`config.mk`:
```
export PLATFORM = sky130hd
export DESIGN_NAME = ttt_win_detector_flat
export DESIGN_NICKNAME = d
export VERILOG_FILES = /design/src/rtl/ttt_win_detector_if.sv /design/src/rtl/ttt_win_detector.sv /design/src/flat_wrapper.sv
export SDC_FILE = /design/constraint.sdc
export NUM_CORES = 1
export LEC_CHECK = 0
export CAP_MARGIN = 20
export CORE_MARGIN = 2
export CORE_UTILIZATION = 42
export CTS_CLUSTER_DIAMETER = 120
export DETAILED_ROUTE_END_ITERATION = 10
export PLACE_DENSITY = 0.72
export SYNTH_ARGS = -nofsm -noshare
export SYNTH_HDL_FRONTEND = slang
export SYNTH_SLANG_ARGS = --single-unit
```
`constraint.sdc`:
```
create_clock -name clk -period 2.8 [get_ports clk]
set_input_delay 0.56 -clock clk [delete_from_list [all_inputs] [get_ports clk]]
set_output_delay 0.56 -clock clk [all_outputs]
set_load 0.02 [all_outputs]
```
`src/rtl/ttt_win_detector_if.sv`:
```
// rtl/ttt_win_detector_if.sv - move handshake and game-status bundle for the win detector
// Purpose: groups the move request/handshake, new-game control and game status signals.
// Signals:
//   new_game   : synchronous clear of board and result (driven by the master)
//   move_valid : move request (master)
//   move_pos   : cell index 0..8, row-major; 9..15 illegal (master)
//   move_ready : high only while the detector can accept a move (slave)
//   move_err   : one-cycle pulse after an illegal move (slave)
//   turn       : player to move, 0 = P1, 1 = P2 (slave)
//   board_p1   : P1-occupied cells, bit i = cell i (slave)
//   board_p2   : P2-occupied cells (slave)
//   busy       : high while lines are being scanned (slave)
//   detect_win : 00 in play, 01 P1 wins, 10 P2 wins, 11 draw (slave)
interface ttt_win_detector_if;
    logic       new_game;
    logic       move_valid;
    logic [3:0] move_pos;
    logic       move_ready;
    logic       move_err;
    logic       turn;
    logic [8:0] board_p1;
    logic [8:0] board_p2;
    logic       busy;
    logic [1:0] detect_win;

    modport master (
        output new_game, move_valid, move_pos,
        input  move_ready, move_err, turn, board_p1, board_p2, busy, detect_win
    );

    modport slave (
        input  new_game, move_valid, move_pos,
        output move_ready, move_err, turn, board_p1, board_p2, busy, detect_win
    );
endinterface

```
`src/rtl/ttt_win_detector.sv`:
```
// rtl/ttt_win_detector.sv - game state and sequential 3-in-a-row win detection
// Purpose: accepts moves, keeps both boards, scans the 8 winning lines one per
// cycle after every legal move, and holds the win/draw result until a new game.
// Ports:
//   clk   : system clock, posedge
//   reset : synchronous, active-high reset
//   bus   : slave side of ttt_win_detector_if (moves in, game status out)
module ttt_win_detector #(
    parameter logic FIRST_PLAYER = 1'b0
) (
    input  logic                      clk,
    input  logic                      reset,
    ttt_win_detector_if.slave         bus
);

    typedef enum logic [1:0] {
        S_IDLE  = 2'd0,
        S_CHECK = 2'd1,
        S_DONE  = 2'd2
    } state_t;

    state_t     state_q;
    logic [8:0] board_p1_q;
    logic [8:0] board_p2_q;
    logic [3:0] count_q;
    logic       turn_q;
    logic       mover_q;
    logic [2:0] idx_q;
    logic [1:0] win_q;
    logic       err_q;

    logic [8:0] cell_bit;
    logic       move_legal;
    logic [8:0] line_mask;
    logic [8:0] mover_board;
    logic       line_hit;

    // For positions above 8 the shifted bit falls off the 9-bit vector, so the
    // range test below is what actually rejects them.
    assign cell_bit   = 9'd1 << bus.move_pos;
    assign move_legal = (bus.move_pos <= 4'd8) &&
                        (((board_p1_q | board_p2_q) & cell_bit) == 9'd0);

    always_comb begin
        line_mask = 9'b000000111;
        case (idx_q)
            3'd0: line_mask = 9'b000000111;
            3'd1: line_mask = 9'b000111000;
            3'd2: line_mask = 9'b111000000;
            3'd3: line_mask = 9'b001001001;
            3'd4: line_mask = 9'b010010010;
            3'd5: line_mask = 9'b100100100;
            3'd6: line_mask = 9'b100010001;
            3'd7: line_mask = 9'b001010100;
            default: line_mask = 9'b000000111;
        endcase
    end

    // Only the player who just moved can have completed a line.
    assign mover_board = mover_q ? board_p2_q : board_p1_q;
    assign line_hit    = (mover_board & line_mask) == line_mask;

    always_ff @(posedge clk) begin
        if (reset || bus.new_game) begin
            state_q    <= S_IDLE;
            board_p1_q <= 9'd0;
            board_p2_q <= 9'd0;
            count_q    <= 4'd0;
            turn_q     <= FIRST_PLAYER;
            mover_q    <= FIRST_PLAYER;
            idx_q      <= 3'd0;
            win_q      <= 2'b00;
            err_q      <= 1'b0;
        end else begin
            err_q <= 1'b0;
            case (state_q)
                S_IDLE: begin
                    if (bus.move_valid) begin
                        if (move_legal) begin
                            if (turn_q) begin
                                board_p2_q <= board_p2_q | cell_bit;
                            end else begin
                                board_p1_q <= board_p1_q | cell_bit;
                            end
                            count_q <= count_q + 4'd1;
                            mover_q <= turn_q;
                            idx_q   <= 3'd0;
                            state_q <= S_CHECK;
                        end else begin
                            err_q <= 1'b1;
                        end
                    end
                end
                S_CHECK: begin
                    if (line_hit) begin
                        win_q   <= mover_q ? 2'b10 : 2'b01;
                        state_q <= S_DONE;
                    end else if (idx_q != 3'd7) begin
                        idx_q <= idx_q + 3'd1;
                    end else if (count_q == 4'd9) begin
                        // A win on the last move is caught above, so this is a draw.
                        win_q   <= 2'b11;
                        state_q <= S_DONE;
                    end else begin
                        turn_q  <= ~turn_q;
                        state_q <= S_IDLE;
                    end
                end
                S_DONE: begin
                    state_q <= S_DONE;
                end
                default: begin
                    state_q <= S_IDLE;
                end
            endcase
        end
    end

    assign bus.move_ready = (state_q == S_IDLE);
    assign bus.busy       = (state_q == S_CHECK);
    assign bus.move_err   = err_q;
    assign bus.turn       = turn_q;
    assign bus.board_p1   = board_p1_q;
    assign bus.board_p2   = board_p2_q;
    assign bus.detect_win = win_q;

endmodule

```
`src/flat_wrapper.sv`:
```
// flat-port wrapper written by rule: the top's interface ports become plain ports
module ttt_win_detector_flat 
#(
    parameter logic FIRST_PLAYER = 1'b0
)
  (clk, reset, bus_new_game, bus_move_valid, bus_move_pos, bus_move_ready, bus_move_err, bus_turn, bus_board_p1, bus_board_p2, bus_busy, bus_detect_win);
  ttt_win_detector_if bus_i ();
  input  logic clk;
  input  logic reset;
  input wire logic [$bits(bus_i.new_game)-1:0] bus_new_game;
  input wire logic [$bits(bus_i.move_valid)-1:0] bus_move_valid;
  input wire logic [$bits(bus_i.move_pos)-1:0] bus_move_pos;
  output wire logic [$bits(bus_i.move_ready)-1:0] bus_move_ready;
  output wire logic [$bits(bus_i.move_err)-1:0] bus_move_err;
  output wire logic [$bits(bus_i.turn)-1:0] bus_turn;
  output wire logic [$bits(bus_i.board_p1)-1:0] bus_board_p1;
  output wire logic [$bits(bus_i.board_p2)-1:0] bus_board_p2;
  output wire logic [$bits(bus_i.busy)-1:0] bus_busy;
  output wire logic [$bits(bus_i.detect_win)-1:0] bus_detect_win;
  assign bus_i.new_game = bus_new_game;
  assign bus_i.move_valid = bus_move_valid;
  assign bus_i.move_pos = bus_move_pos;
  assign bus_move_ready = bus_i.move_ready;
  assign bus_move_err = bus_i.move_err;
  assign bus_turn = bus_i.turn;
  assign bus_board_p1 = bus_i.board_p1;
  assign bus_board_p2 = bus_i.board_p2;
  assign bus_busy = bus_i.busy;
  assign bus_detect_win = bus_i.detect_win;
  ttt_win_detector #(.FIRST_PLAYER(FIRST_PLAYER)) u_core (.clk(clk), .reset(reset), .bus(bus_i));
endmodule
```
==> results of run 1 <==
layout make-up:
| cell class | instances | area (um2) |
|---|---|---|
| well taps | 54 | 67.6 |
| fillers | 410 | 1970 |
| flip-flops and latches | 41 | 821 |
| repair buffers | 60 | 537 |
| inverters | 14 | 52.6 |
| multi-input cells | 151 | 1120 |
| clock buffers | 6 | 82.6 |
| clock inverters | 2 | 37.5 |
layout by cell type, fill, tap and decap left out, types with 2 or more instances in the layout:
master / Yosys / layout
and3_1: 3 / 3
a21oi_1: 6 / 5
clkdlybuf4s50_1: 0 / 29
nand3_1: 4 / 4
nand2_1: 5 / 5
nor3_1: 3 / 2
nor2_1: 33 / 33
a22oi_1: 4 / 3
clkbuf_8: 0 / 6
mux2_1: 2 / 2
and4bb_1: 2 / 2
o21a_1: 4 / 4
xor2_1: 2 / 2
or2_2: 5 / 5
nor4b_4: 0 / 3
inv_1: 12 / 12
nand2b_1: 3 / 3
a31oi_1: 16 / 16
dfxtp_1: 41 / 41
a21oi_2: 1 / 2
o21ai_1: 4 / 4
buf_6: 3 / 2
buf_4: 1 / 27
o21ai_0: 3 / 2
mux2i_1: 11 / 11
a221oi_1: 2 / 2
a41oi_1: 2 / 2
ha_1: 9 / 9
and2_1: 2 / 2
worst paths after layout:
check                           start                        to  cells after the start  slack [ns]
min          u_core.bus.detect_win[1]  u_core.bus.detect_win[1]                      2        0.47
min reg2reg  u_core.bus.detect_win[1]  u_core.bus.detect_win[1]                      2        0.47
max                   bus_move_pos[3]       u_core.line_mask[8]                     10        0.10
max reg2reg            u_core.mover_q       u_core.line_mask[8]                     10        0.25
metrics by stage:
step	std cells	total power (W)
after floorplan	220	0.000660
after global placement	319	0.000700
final	328	0.00120
after CTS	327	0.00120
after global routing	328	0.00124
after detailed placement	319	0.000701
metal layers:
metal  up-vias  part of all wire
li1        897                 -
met1       838              0.47
met2        43              0.48
met3         9             0.039
met4         0             0.015
met5         -                 0
power groups by stage:
stage | combinational, W | sequential [W] | clock (W)
6_report | 0.000109 | 0.000590 | 0.000504
5_1_grt | 0.000118 | 0.000591 | 0.000529
4_1_cts | 0.0000992 | 0.000590 | 0.000509
3_5_place_dp | 0.0000972 | 0.000604 | 0
3_3_place_gp | 0.0000963 | 0.000604 | 0
2_1_floorplan | 0.0000550 | 0.000605 | 0
repair_timing:
item,CTS,global route
resized for setup,2,12
endpoints found under the setup margin,1,6
buffers inserted,0,1
pin swaps,0,2
sequential cells by signal, summed over array words and instances, names as in the netlist:
name,cells
u_core.bus.board_p1,9
u_core.bus.board_p2,9
u_core.bus.move_err,1
u_core.count_q,4
u_core.line_mask,9
u_core.state_q,2
u_core.bus.turn,1
u_core.idx_q,3
u_core.mover_q,1
u_core.bus.detect_win,2
cells by family (layout without fill, tap and decap cells):
family	count (synthesis)	count (layout)	share of synthesized area
and+or+nand+nor	73	73	0.208
AOI/OAI and AO/OA	52	52	0.175
DFF	41	41	0.405
buffers and inverters	28	82	0.0667
muxes	14	14	0.0765
adders and majority gates	9	9	0.0556
xor gates and xnor gates	3	3	0.0130
worst min-delay path, cell delays in order (launching register included):
cell and delay (ns):
dfxtp_1 0.31, inv_1 0.04, a221oi_1 0.06
==> impl_metrics.py, run 1 <==
metrics = {
    "synth": {
        "netlist_instances": 220,
        "syn_nets": 237,
        "synth_top_area_frac": 0.405,
        "synth_edf_count": 0,
        "synth_cell_type_count": 54,
        "async_flop_share": 0,
        "avgSynthCellArea_um2": 9.21,
        "syn_area_um2": 2030,
        "synth_warnings": 0,
        "ys_ff_latch": 41,
        "yosys.area.top_type": "dfxtp_1",
        "synthTopCellsByArea": "dfxtp_1, nor2_1, ha_1, mux2i_1, a31oi_1",
        "seq_area_frac_synth": 0.405,
        "synth_common_cells": "dfxtp_1, nor2_1, a31oi_1",
        "synth.most_common_cell": "dfxtp_1",
        "ys.flop_type": "dfxtp_1",
    },
    "global_route": {
        "grt_use_total": 0.191,
        "overflow": 0,
        "busiest_layer": "met2",
        "grt_first_pass_wirelength_um": 7980,
        "grt_max_degree": 25,
        "antenna_found_initial": 0,
        "use_met3": 0.0412,
        "grt_pass1_vias": 1649,
        "use_met2": 0.305,
        "met1_usage": 0.257,
    },
    "sta": {
        "slew_viol_final": 0,
        "hold_slack_ns": 0.468,
        "clock.fmax_ghz": 0.371,
        "finalSetupViolations": 0,
        "tightest_slew_ns": 0.536,
        "min_period_over_period": 0.963,
        "hold_violations": 0,
        "fin_ws_ns": 0.102,
        "period_needed_ns": 2.70,
        "fin_setup_tns_ns": 0,
        "rsz0062_at_grt": "false",
        "slew_headroom": 0.642,
        "finClkSkew_ns": 0.00838,
    },
    "clock_tree": {
        "clkLatencyLatePin_ns": 0.30,
        "cts.clk_slew.worst_paths_ns": 0.08,
        "holdBufCountCts": 0,
        "clkSinkCount": 41,
        "cts_tree": "built",
        "ctsRootBufferMaster": "clkbuf_8",
        "clock_path_buffers": 2,
        "cts-htree-levels": 2,
        "cts_made_buffers": 5,
    },
    "worst_setup_path": {
        "crit_type": "primary input to register",
        "crit_buf_inv": 2,
        "slowest_stage": "clkdlybuf4s50_1",
        "cp-start-kind": "primary input",
        "cp_slowest_stage_delay_ns": 0.54,
        "end_kind": "register",
        "crit_fanout": 5,
        "critPathArrivalTime_ns": 2.88,
        "path_cells": "clkdlybuf4s50_1 -> buf_6 -> and4bb_2 -> o21ai_0 -> and4b_2 -> nand2_1 -> and3_1 -> o21ai_2 -> ha_1 -> mux2_1",
        "cpLargestDelayFamily": "simple AND/OR/NAND/NOR gates",
        "required_ns": 2.98,
    },
    "routing": {
        "routed_wl_um": 4880,
        "vias": 1787,
        "first_iter_violations": 58,
        "wl_per_cell_um": 14.9,
        "vias_per_cell": 5.45,
        "drtPass1Iterations": 4,
        "detail-route-antenna-nets": 0,
        "drc_errors": 0,
    },
    "placed_design": {
        "dp_hpwl_um": 3490,
        "placed_area_um2": 2530,
        "io_buffer_count": 31,
        "place_ws_ns": -0.321,
        "place_congestion": 0.927,
    },
    "layout": {
        "post-route-util": 0.580,
        "fin_nets": 290,
        "final_area_um2": 2720,
        "diodes": 0,
        "areaGrowthSynthToFinish_pct": 34.3,
        "layout-drive-gt1-share": 0.204,
    },
    "power": {
        "ir_worst_vdd_mv": 0.251,
        "seq_power_share": 0.491,
        "internal_power_w": 0.000927,
        "p_leak_nw": 1.04,
        "p_comb_frac": 0.090,
        "clkPwrFrac": 0.419,
        "power_density_nw_per_um2": 442,
        "p_switching_w": 0.000277,
        "swShare": 0.230,
    },
    "floorplanning": {
        "io_pins": 32,
        "dieArea_um2": 5400,
        "dieHeight_um": 73.5,
        "num_rows": 25,
        "start_util": 0.432,
        "die_x_um": 73.5,
        "coreArea_um2": 4690,
    },
    "hold_path": {
        "holdCritPathClass": "register to register",
    },
    "run": {
        "maxCapViolCount": 0,
    },
    "run_status": {
        "status": "finished clean",
    },
}
(Power assumes the default switching activity.)
==> inputs of run 2 (changes only) <==
- DONT_BUFFER_PORTS: unset -> 1
- PLACE_DENSITY: 0.72 -> 0.63
- clock period: 2.8 -> 3.1 ns (I/O delays scaled with it)
==> run 2 against run 1 <==
Sequential power shrank 9.3%. Via count shrank 11%. Combinational power shrank 51%. Hold slack gained 0.022 ns.
==> impl_metrics.py, run 2 (synthesis results as in run 1) <==
metrics = {
    "placed_design": {
        "placed_area_um2": 2060,
        "io_buffer_count": 0,
        "place_congestion": 0.885,
        "dp_hpwl_um": 3250,
        "dp_cells": 266,
    },
    "routing": {
        "drc_errors": 0,
        "first_iter_violations": 78,
        "vias": 1594,
        "routed_wl_um": 4470,
        "detail-route-antenna-nets": 0,
        "wl_per_cell_um": 16.3,
        "drtPass1Iterations": 4,
        "vias_per_cell": 5.82,
    },
    "floorplanning": {
        "dieHeight_um": 73.5,
        "start_util": 0.432,
        "dieArea_um2": 5400,
        "io_pins": 32,
        "coreArea_um2": 4690,
        "die_x_um": 73.5,
        "num_rows": 25,
    },
    "hold_path": {
        "min_to": "u_core.state_q[1]",
        "holdPathStages": 2,
        "holdCritPathClass": "register to register",
        "hp-start": "u_core.state_q[1]",
    },
    "worst_setup_path": {
        "crit_type": "register to register",
        "cp_common_cell": "mux2i_1",
        "crit_fanout": 7,
        "r2r-end": "u_core.line_mask[8]",
        "r2r-start": "u_core.mover_q",
        "critPathArrivalTime_ns": 2.87,
        "rrSetupSlack_ns": 0.41,
        "end_kind": "register",
        "cp_slowest_stage_delay_ns": 0.51,
        "path_cells": "mux2i_1 -> a222oi_1 -> nand3_1 -> o21ai_1 -> mux2i_1 -> nand2b_1 -> ha_1 -> mux2_1",
        "critPathLaunch": "u_core.mover_q",
        "r2r_cells": 8,
        "required_ns": 3.28,
        "slowest_stage": "dfxtp_1",
        "crit_buf_inv": 0,
        "cpLargestDelayFamily": "compound AO/OA/AOI/OAI gates",
        "cp-start-kind": "register",
    },
    "sta": {
        "rsz0062_at_grt": "false",
        "fin_setup_tns_ns": 0,
        "clock.fmax_ghz": 0.372,
        "period_needed_ns": 2.69,
        "finalSetupViolations": 0,
        "tightest_slew_ns": 0.654,
        "finClkSkew_ns": 0.00990,
        "slew_headroom": 0.564,
        "hold_violations": 0,
        "slew_viol_final": 0,
        "min_period_over_period": 0.867,
    },
    "layout": {
        "post-route-util": 0.456,
        "areaGrowthSynthToFinish_pct": 5.56,
        "diodes": 0,
        "fin_nets": 236,
        "mostFrequentLayoutCell": "dfxtp_1",
        "final_cell_mix": "dfxtp_1, nor2_1, a31oi_1",
        "instances_no_fill": 274,
        "layout-drive-gt1-share": 0.123,
        "fillers": 460,
        "final_area_um2": 2140,
    },
    "clock_tree": {
        "clock_path_buffers": 2,
        "cts-htree-levels": 2,
        "cts_made_buffers": 5,
        "cts_tree": "built",
        "cts.clk_slew.worst_paths_ns": 0.08,
        "postCtsResizedCells": 0,
        "clkLatencyLatePin_ns": 0.29,
        "clkSinkCount": 41,
        "ctsRootBufferMaster": "clkbuf_8",
        "holdBufCountCts": 0,
        "post_cts_buffers": 0,
    },
    "global_route": {
        "antenna_found_initial": 0,
        "grt_pass1_vias": 1529,
        "grt_max_degree": 35,
        "overflow": 0,
        "grt_first_pass_wirelength_um": 7270,
        "grt_use_total": 0.177,
    },
    "power": {
        "ir_worst_vdd_mv": 0.183,
        "power_w": 0.000926,
        "p_leak_nw": 0.770,
        "power_density_nw_per_um2": 433,
    },
    "run": {
        "maxCapViolCount": 0,
    },
    "run_status": {
        "status": "finished clean",
    },
}
## run 2: cell types whose count changed in the layout (fill, tap and decap cells not counted), moves of 2 or more
cell,delta
nor4b_4,-3
clkinv_2,+2
buf_6,-2
nor4b_2,+3
buf_4,-21
clkdlybuf4s50_1,-29
## run 2: routing by layer
metal	part of all wire	global-route usage	routed length, um
met2	0.48	0.274	2160
met4	0.020	0.0909	88
met3	0.044	0.0439	196
met1	0.45	0.228	2030
met5	0	0	0
## run 2: where the power goes
group / internal [W] / switching (W) / total [W]
clock network: 0.000156 / 0.000182 / 0.000339
logic: 0.0000181 / 0.0000348 / 0.0000529
registers: 0.000530 / 0.00000410 / 0.000535
total: 0.000705 / 0.000221 / 0.000926
## run 2: cell type report
type | instances | area (um2) | share of cell area
clock buffers | 6 | 72.6 | 0.0339
well taps | 54 | 67.6 | 0.0316
multi-input cells | 151 | 1070 | 0.501
flip-flops and latches | 41 | 821 | 0.384
clock inverters | 2 | 10.0 | 0.00468
repair buffers | 6 | 45.0 | 0.0211
inverters | 14 | 52.6 | 0.0246
## run 2: stage by stage
step | worst slack, ns | hold slack (ns)
3_3_place_gp | 0.286 | 0.472
2_1_floorplan | 0.463 | 0.457
4_1_cts | 0.407 | 0.490
3_5_place_dp | 0.308 | 0.479
5_1_grt | 0.232 | 0.545
6_report | 0.411 | 0.490
## run 2: worst max-delay path by stage
stage	end	slack, ns	cells after the start
CTS	u_core.line_mask[8]	0.41	8
finish	u_core.line_mask[8]	0.41	8
global placement	u_core.line_mask[8]	0.29	8
detailed placement	u_core.line_mask[8]	0.31	8
global route	u_core.line_mask[8]	0.23	8
floorplan	u_core.line_mask[8]	0.46	10
## run 2: worst min-delay path, delay by kind of cell, from the launching register on
kind,cells,cell delay [ns]
DFF,1,0.32
and+or+nand+nor,1,0.07
AOI/OAI and AO/OA,1,0.06
==> inputs of run 3 (changes only) <==
- ABC_AREA: unset -> 1
==> run 3 against run 2 <==
Core utilization rose by 2.5 points. Critical endpoint is now u_core.line_mask[0]. Register-to-register slack improved by 0.38 ns. Clock skew barely moved. Final area rose by 6.3%. Critical path type unchanged. Via count rose by 8.8%. Final cell count rose by 35%. Die area rose by 2.0%. Sequential power rose by 1%. Combinational power rose by 43%. Highest routed layer unchanged.
==> impl_metrics.py, run 3 <==
metrics = {
    "worst_setup_path": {
        "r2r_cells": 15,
        "r2r-start": "u_core.mover_q",
        "cp_common_cell": "nand2_1",
        "path_cells": "inv_2 -> nand2_1 -> nand3_1 -> nand2_1 -> nor2_1 -> nand3_2 -> nand2_4 -> nand3_1 -> nand2_1 -> nor2_2 -> inv_1 -> ha_1 -> inv_1 -> nand2_1 -> nand2_1",
        "crit_type": "register to register",
        "end_kind": "register",
        "slowest_stage": "dfxtp_1",
        "required_ns": 3.29,
        "cp-start-kind": "register",
        "critPathArrivalTime_ns": 2.50,
        "cpLargestDelayFamily": "simple AND/OR/NAND/NOR gates",
        "cp_slowest_stage_delay_ns": 0.61,
        "crit_fanout": 12,
        "critPathLaunch": "u_core.mover_q",
        "cp.depth": 15,
        "crit_buf_inv": 3,
    },
    "layout": {
        "diodes": 0,
        "regArea_um2": 821,
        "fin_nets": 318,
        "fillers": 477,
        "areaGrowthSynthToFinish_pct": 9.79,
        "mostFrequentLayoutCell": "nand2_1",
        "post-route-util": 0.481,
        "multi_input_area_um2": 1020,
        "instances_no_fill": 369,
        "final_cell_mix": "nand2_1, inv_1, dfxtp_1",
        "layout-drive-gt1-share": 0.0993,
    },
    "clock_tree": {
        "cts_made_buffers": 5,
        "ctsRootBufferMaster": "clkbuf_8",
        "clock_path_buffers": 2,
        "post_cts_buffers": 0,
        "clkSinkCount": 41,
        "holdBufCountCts": 0,
        "cts-htree-levels": 2,
        "postCtsResizedCells": 0,
        "cts_tree": "built",
        "cts.clk_slew.worst_paths_ns": 0.08,
        "clkLatencyLatePin_ns": 0.29,
    },
    "sta": {
        "slew_viol_final": 0,
        "tightest_slew_ns": 0.824,
        "slew_headroom": 0.450,
        "period_needed_ns": 2.30,
        "hold_violations": 0,
        "finClkSkew_ns": 0.00943,
        "rsz0062_at_grt": "false",
        "finalSetupViolations": 0,
        "fin_setup_tns_ns": 0,
        "clock.fmax_ghz": 0.434,
        "min_period_over_period": 0.743,
    },
    "routing": {
        "drtPass1Iterations": 4,
        "vias_per_cell": 4.70,
        "wl_per_cell_um": 11.8,
        "detail-route-antenna-nets": 0,
        "drc_errors": 0,
        "first_iter_violations": 71,
        "vias": 1735,
        "routed_wl_um": 4370,
    },
    "floorplanning": {
        "coreArea_um2": 4720,
        "start_util": 0.438,
        "dieHeight_um": 74.2,
        "num_rows": 25,
        "die_x_um": 74.2,
        "io_pins": 32,
        "dieArea_um2": 5510,
    },
    "global_route": {
        "grt_max_degree": 26,
        "overflow": 0,
        "grt_use_total": 0.168,
        "antenna_found_initial": 0,
        "grt_first_pass_wirelength_um": 7000,
        "grt_pass1_vias": 1575,
    },
    "synth": {
        "syn_area_um2": 2070,
        "ys_ff_latch": 41,
        "synth_top_area_frac": 0.396,
        "synth_edf_count": 0,
        "avgSynthCellArea_um2": 6.95,
        "synth_cell_type_count": 28,
        "yosys.area.top_type": "dfxtp_1",
        "synthTopCellsByArea": "dfxtp_1, nand2_1, inv_1, a21oi_1, nand3_1",
        "seq_area_frac_synth": 0.396,
        "netlist_instances": 298,
        "synth.most_common_cell": "nand2_1",
        "synth_warnings": 0,
        "syn_nets": 315,
        "async_flop_share": 0,
        "ys.flop_type": "dfxtp_1",
        "synth_common_cells": "nand2_1, inv_1, dfxtp_1",
    },
    "placed_design": {
        "dp_cells": 361,
        "place_congestion": 0.880,
        "dp_hpwl_um": 3310,
        "io_buffer_count": 0,
    },
    "power": {
        "power_density_nw_per_um2": 495,
        "ir_worst_vdd_mv": 0.337,
        "p_leak_nw": 1.01,
    },
    "hold_path": {
        "holdPathStages": 2,
        "hp-start": "u_core.state_q[1]",
        "holdCritPathClass": "register to register",
    },
    "run": {
        "maxCapViolCount": 0,
    },
    "run_status": {
        "status": "finished clean",
    },
}
run 3: report_power, final:
group	total [W]	internal, W	leakage, nW	switching [W]
registers	0.000543	0.000536	0.332	0.00000741
clock network	0.000507	0.000320	0.0681	0.000187
logic	0.0000758	0.0000232	0.611	0.0000526
run 3: path summary, 6_finish.rpt:
path / to / slack (ns)
setup / recovery: u_core.line_mask[0] / 0.80
hold / removal: u_core.state_q[1] / 0.48
setup reg to reg: u_core.line_mask[0] / 0.80
hold reg to reg: u_core.state_q[1] / 0.48
run 3: logic make-up after synthesis:
| kind of cell | after synthesis | share of synthesized area |
|---|---|---|
| buffers and inverters | 58 | 0.111 |
| xor gates and xnor gates | 3 | 0.0127 |
| and+or+nand+nor | 155 | 0.344 |
| DFF | 41 | 0.396 |
| AOI/OAI and AO/OA | 32 | 0.0816 |
| adders and majority gates | 9 | 0.0544 |
run 3: through the flow:
stage	power, W	hold slack [ns]	instance area (um2)	worst slack (ns)
2_1_floorplan	0.000616	0.457	2070	0.908
3_3_place_gp	0.000632	0.475	2140	0.648
3_5_place_dp	0.000633	0.477	2140	0.621
4_1_cts	0.00114	0.487	2270	0.761
5_1_grt	0.00117	0.510	2270	0.494
6_report	0.00113	0.484	2270	0.796
run 3: cell type report:
cell class,instances,share of cell area
clock buffer,5,0.0303
clock inverter,3,0.0286
inverter,51,0.0842
multi-input combinational,199,0.449
sequential,41,0.361
tap,67,0.0369
timing repair buffer,3,0.00991
run 3: routing by layer:
metal  track usage  routed length [um]  vias up
met2         0.291                2100       41
met4        0.0734                  96        0
met5             0                   0        -
li1              -                   -      923
met1         0.195                1920      761
met3        0.0447                 258       10
run 3: worst min-delay path, cell delays in order (launching register included):
cell and delay, ns:
dfxtp_1 0.33, nand2_1 0.06, a21oi_1 0.05
